## config.mk

```make
export PLATFORM = sky130hd
export DESIGN_NAME = hetszegmens
export DESIGN_NICKNAME = d
export VERILOG_FILES = /design/src/rtl/hetszegmens.sv
export SDC_FILE = /design/constraint.sdc
export NUM_CORES = 1
export LEC_CHECK = 0
export CAP_MARGIN = 20
export CORE_ASPECT_RATIO = 1.25
export CORE_UTILIZATION = 50
export CTS_BUF_LIST = sky130_fd_sc_hd__clkbuf_2 sky130_fd_sc_hd__clkbuf_4 sky130_fd_sc_hd__clkbuf_8
export DETAILED_ROUTE_END_ITERATION = 7
export PLACE_DENSITY = 0.75
export SLEW_MARGIN = 30
export SYNTH_ARGS = -nofsm -noshare
export SYNTH_HDL_FRONTEND = slang
export SYNTH_SLANG_ARGS = --single-unit
```

## constraint.sdc

```tcl
create_clock -name clk -period 1.95 [get_ports clk]
set_input_delay 0.39 -clock clk [delete_from_list [all_inputs] [get_ports clk]]
set_output_delay 0.39 -clock clk [all_outputs]
set_load 0.005 [all_outputs]
```

## src/rtl/hetszegmens.sv

```systemverilog
// Two-digit multiplexed driver for a 4-digit common-anode seven-segment
// display. Digit 0 (AN[0]) shows din0 and digit 1 (AN[1]) shows din1. The
// two left-hand digits stay dark. Anodes and segments are active-low.
module hetszegmens #(
    parameter int REFRESH_CNT = 50000
) (
    input  logic       clk,
    input  logic       rst,
    input  logic [3:0] din0,
    input  logic [3:0] din1,
    output logic [3:0] AN,
    output logic [7:0] SEG
);

    localparam int CW = (REFRESH_CNT > 1) ? $clog2(REFRESH_CNT) : 1;
    localparam logic [CW-1:0] CNT_LAST = CW'(REFRESH_CNT - 1);

    logic [CW-1:0] cnt;
    logic          sel;
    logic [3:0]    digit;
    logic [6:0]    seg_dec;

    // Hex to active-low segment pattern, bit 0 = a ... bit 6 = g.
    function automatic logic [6:0] decode(input logic [3:0] v);
        case (v)
            4'h0:    decode = 7'h40;
            4'h1:    decode = 7'h79;
            4'h2:    decode = 7'h24;
            4'h3:    decode = 7'h30;
            4'h4:    decode = 7'h19;
            4'h5:    decode = 7'h12;
            4'h6:    decode = 7'h02;
            4'h7:    decode = 7'h78;
            4'h8:    decode = 7'h00;
            4'h9:    decode = 7'h10;
            4'hA:    decode = 7'h08;
            4'hB:    decode = 7'h03;
            4'hC:    decode = 7'h46;
            4'hD:    decode = 7'h21;
            4'hE:    decode = 7'h06;
            default: decode = 7'h0E;
        endcase
    endfunction

    // Pick the value of the currently selected digit and decode it.
    always_comb begin
        // NOTE: every combinational output gets a default first so no path
        // leaves it unassigned and a latch is never inferred.
        digit   = din0;
        seg_dec = 7'h7F;
        if (sel) begin
            digit = din1;
        end
        seg_dec = decode(digit);
    end

    // Prescaler: each digit slot lasts REFRESH_CNT clocks, then sel toggles.
    always_ff @(posedge clk or negedge rst) begin
        // NOTE: sequential state uses non-blocking assignments so every
        // register samples pre-edge values, independent of block ordering.
        if (!rst) begin
            cnt <= '0;
            sel <= 1'b0;
        end else if (cnt == CNT_LAST) begin
            cnt <= '0;
            sel <= ~sel;
        end else begin
            cnt <= cnt + 1'b1;
        end
    end

    // Registered display outputs; anode and segments always come from the
    // same sel value, so they can never belong to different digits.
    always_ff @(posedge clk or negedge rst) begin
        if (!rst) begin
            AN  <= 4'b1111;
            SEG <= 8'hFF;
        end else begin
            AN  <= sel ? 4'b1101 : 4'b1110;
            SEG <= {1'b1, seg_dec};
        end
    end

endmodule

```

=== Word-level counts from Yosys, hierarchy flattened ===
Memories as Yosys holds them, arrays and structs flattened. A register that Yosys moved wholly into a read port is not among the register bits.
Index checks and enable logic that the tools add are counted.

* Register bits: 20
* Output and inout bits: 12
* Memory bits (read-only): 112
* Memories: 1

* Bitwise gates (word level): 1
* Add/subtract/negate cells: 1
* Reduce and logical (&&, ||, !) cells: 1
* Eq/ne operators: 1
* Muxes and demuxes: 3

{| class="wikitable"
|+ Memory list
! name !! words !! bits a word !! read ports !! clocked after Yosys merged registers in !! write ports !! line !! source
|-
| (name not given) || 16 || 7 || 1 || 1 || 0 || 25 || <nowiki>case (v)</nowiki>
|}

{| class="wikitable"
|+ Operators by type and width
! kind !! count
|-
| adder 16 x 1 -> 16 bit, second input constant || 1
|-
| == test 16 bit, second input constant || 1
|-
| two-way mux 16 bit || 1
|-
| two-way mux 4 bit || 1
|-
| two-way mux 2 bit || 1
|-
| zero test 1 bit || 1
|-
| inverter 1 bit || 1
|}

=== Logic depth before layout (Yosys ltp) ===
* Word-level depth: 2
* Gate-level depth with buffers: 7
* Depth with buffers taken out: 6

=== Worst setup path after synthesis ===
OpenSTA, ideal clock, no wires.

* Kind: reg-to-reg
* From: register sel
* To: register SEG[3]
* Path buffers: 1
* Stages on the path, launching flop included: 6
* Setup slack: 0.184 ns
* Arrival time: 1.672 ns
* Setup time: 0.094 ns
* Cells stage by stage: dfrtp_1 > buf_4 > mux2i_1 > inv_1 > ha_1 > mux4_2

* Cells in the longest elaborated chain, start to end: 1

{| class="wikitable"
|+ Ends and longest elaborated chain
! what !! line !! source
|-
| start, declared || 19 || <nowiki>logic sel;</nowiki>
|-
| start signal, assigned || 66 || <nowiki>sel <= ~sel;</nowiki>
|-
| two-way mux 4 bit || 51 || <nowiki>if (sel) begin</nowiki>
|-
| end, declared || 12 || <nowiki>output logic [7:0] SEG</nowiki>
|}

Every way passes these cells.
A chain may end at the register's enable or synchronous reset.

=== Final worst setup path ===
* From: register sel
* To: register SEG[6]

The elaborated chain is that of the path after synthesis.

==> impl_metrics.json <==
{
  "routed_wl_um": 2350,
  "die_width_um": 48.7,
  "outcome": "finished, final reports clean",
  "drc_errors": 0,
  "cts_tree": "yes",
  "diodes": 0,
  "post-route-period-util_pct": 90.1,
  "postLayoutCellArea_mm2": 0.00161,
  "cp.required_ns": 2.19,
  "setup_viol": 0,
  "vias_per_cell": 5.30,
  "cts_sinks": 26,
  "clockRootBuffer": "clkbuf_4",
  "holdBufCountCts": 0,
  "ys_warn_count": 0,
  "ys_seq_area_share_pct": 48.5,
  "rsz0062_at_grt": "no",
  "hold_path_class": "input port to asynchronous set/reset pin",
  "utilization_pct": 64.4,
  "clock-skew-final_ns": 0.00730,
  "synth_edf_count": 0,
  "grt_first_pass_wirelength_um": 4050,
  "pin_count": 22,
  "p_clk_share_pct": 27.1,
  "first_pass_iters": 4,
  "multi_input_comb_area_um2": 638,
  "h-tree-depth": 1,
  "ys_ff_latch": 26,
  "place_area_mm2": 0.00158,
  "ctsResizeCount": 0,
  "grt_max_degree": 27,
  "grt_overflow": 0,
  "die-area_mm2": 0.00294,
  "post-place-ws_ns": -0.0426,
  "dpl.hpwl_um": 1740,
  "dieHeight_um": 60.4,
  "num_vias": 933,
  "worstSkewPairLatency_ns": 0.32,
  "rows": 20,
  "pwr-share-seq_pct": 60.6,
  "drt_iter0_markers": 21,
  "final_cell_mix": "clkdlybuf4s50_1 (18), dfrtp_1 (17), nor2_1 (13)",
  "seqCellArea_um2": 662,
  "antenna_found_initial": 0,
  "grt_pass1_vias": 913,
  "p_int_mw": 0.720,
  "cts_made_buffers": 3,
  "p_sw_mw": 0.213,
  "drive_above_1_share_pct": 18.2,
  "layout.nets": 161,
  "start_kind": "register",
  "final_antenna_net_count": 0,
  "core_mm2": 0.00250,
  "fill_cells": 220,
  "gr-usage-met1_pct": 21.7,
  "irDropWorstVdd_uv": 389,
  "slew_viol_final": 0,
  "gp_congestion": 0.804,
  "hold-worst-slack_ns": 0.410,
  "cts_buffer_depth": 2,
  "avgRoutedWirePerCell_um": 13.4,
  "layout_setup_ws_ns": 0.193,
  "worst_pin_slew_ns": 0.554,
  "grtUsageMet3_pct": 3.01,
  "end_kind": "register",
  "placed_cells": 172,
  "grt-busiest-layer": "met2",
  "fmax_ghz": 0.569,
  "async_reset_ff_share_pct": 100,
  "p_comb_share_pct": 12.3,
  "arrival_ns": 2.00,
  "grt_util_met2_pct": 34.1,
  "maxSlewHeadroom_pct": 62.3,
  "drv_cap": 0,
  "start_util_pct": 54.5,
  "critical_path_class": "register to register",
  "final_cells": 176,
  "setup_tns_ns": 0,
  "ys_types": 35,
  "synth_flop_cell": "dfrtp_1",
  "p_sw_share_pct": 22.8,
  "syn_avg_cell_area_um2": 11.4,
  "total_power_mw": 0.933,
  "post-route-min-period_ns": 1.76,
  "final_common_cell": "clkdlybuf4s50_1",
  "syn_to_final_growth_pct": 18.2,
  "synth_cells": 120,
  "cts_setup_buffers": 0,
  "syn_area_mm2": 0.00136,
  "clk_pin_slew_worst_paths_ns": 0.14,
  "p_leak_nw": 0.705,
  "cellPowerDensity_mw_per_mm2": 579,
  "critPathMaxFanout": 11,
  "grtUsageTotal_pct": 19.0,
  "io_buffer_count": 18,
  "hold_violations": 0
}
routing by layer:
metal | vias up | part of all wire (%) | routed length [um]
li1 | 449 | - | -
met3 | 5 | 2.8 | 66
met4 | 0 | 2.4 | 57
met2 | 15 | 52 | 1220
met5 | - | 0 | 0
met1 | 464 | 43 | 1000
flip-flops by register name, indices dropped and copies added, names as in the netlist:
| register | flops |
|---|---|
| AN | 2 |
| SEG | 7 |
| cnt | 16 |
| sel | 1 |
worst paths after layout:
path,slack (ns),startpoint,cells after the start,endpoint
max,0.19,sel$_DFFE_PN0N_,4,SEG[6]$_DFF_PN1_
max in group asynchronous,1.23,rst,2,SEG[4]$_DFF_PN1_
max reg2reg,0.19,sel$_DFFE_PN0N_,4,SEG[6]$_DFF_PN1_
min reg2reg,0.49,cnt[0]$_DFF_PN0_,1,cnt[0]$_DFF_PN0_
min in group clk,0.49,cnt[0]$_DFF_PN0_,1,cnt[0]$_DFF_PN0_
min,0.41,rst,2,cnt[13]$_DFF_PN0_
area by class of cell:
type	instances	share of cell area, %
repair buffers	23	13.5
clock buffers	4	1.86
well taps	33	2.56
multi-input cells	84	39.6
flip-flops and latches	26	41.1
inverters	6	1.40
cells in the mapped netlist, types with 3 or more instances:
library cell   n  share of area (%)
a21oi_1        3                1.1
buf_4          5                2.8
dfrtp_1       17                 31
dfstp_2        9                 17
ha_1           7                6.4
inv_1          6                1.7
mux2i_1        4                2.9
nand2_1        3               0.83
nand3_1        7                2.6
nand4_1        3                1.4
nor2_1        13                3.6
xnor2_1        7                4.5
xor2_1         7                4.5
power groups by stage:
stage / logic [mW] / clock network, mW / registers, mW
2_1_floorplan: 0.0467 / 0 / 0.577
3_3_place_gp: 0.112 / 0 / 0.574
3_5_place_dp: 0.116 / 0 / 0.575
4_1_cts: 0.116 / 0.259 / 0.566
5_1_grt: 0.129 / 0.281 / 0.567
6_report: 0.115 / 0.252 / 0.565
cell families (layout without fill, tap and decap cells):
kind of cell               count (synthesis)  after routing  share of synthesized area [%]
DFF                                       26             26                           48.5
other                                      1              3                          0.275
AOI/OAI and AO/OA                         10             10                           4.31
adders and majority gates                  7              7                           6.42
and+or+nand+nor                           43             43                           19.0
xor gates and xnor gates                  14             14                           8.99
buffers and inverters                     12             33                           5.23
muxes                                      7              7                           7.25
critical path: stages, from the launching register on:
cell and delay [ns]:
dfrtp_1 0.56, mux2i_2 0.56, buf_4 0.23, mux2i_1 0.20, o22ai_1 0.12
(Power assumes the default switching activity.)
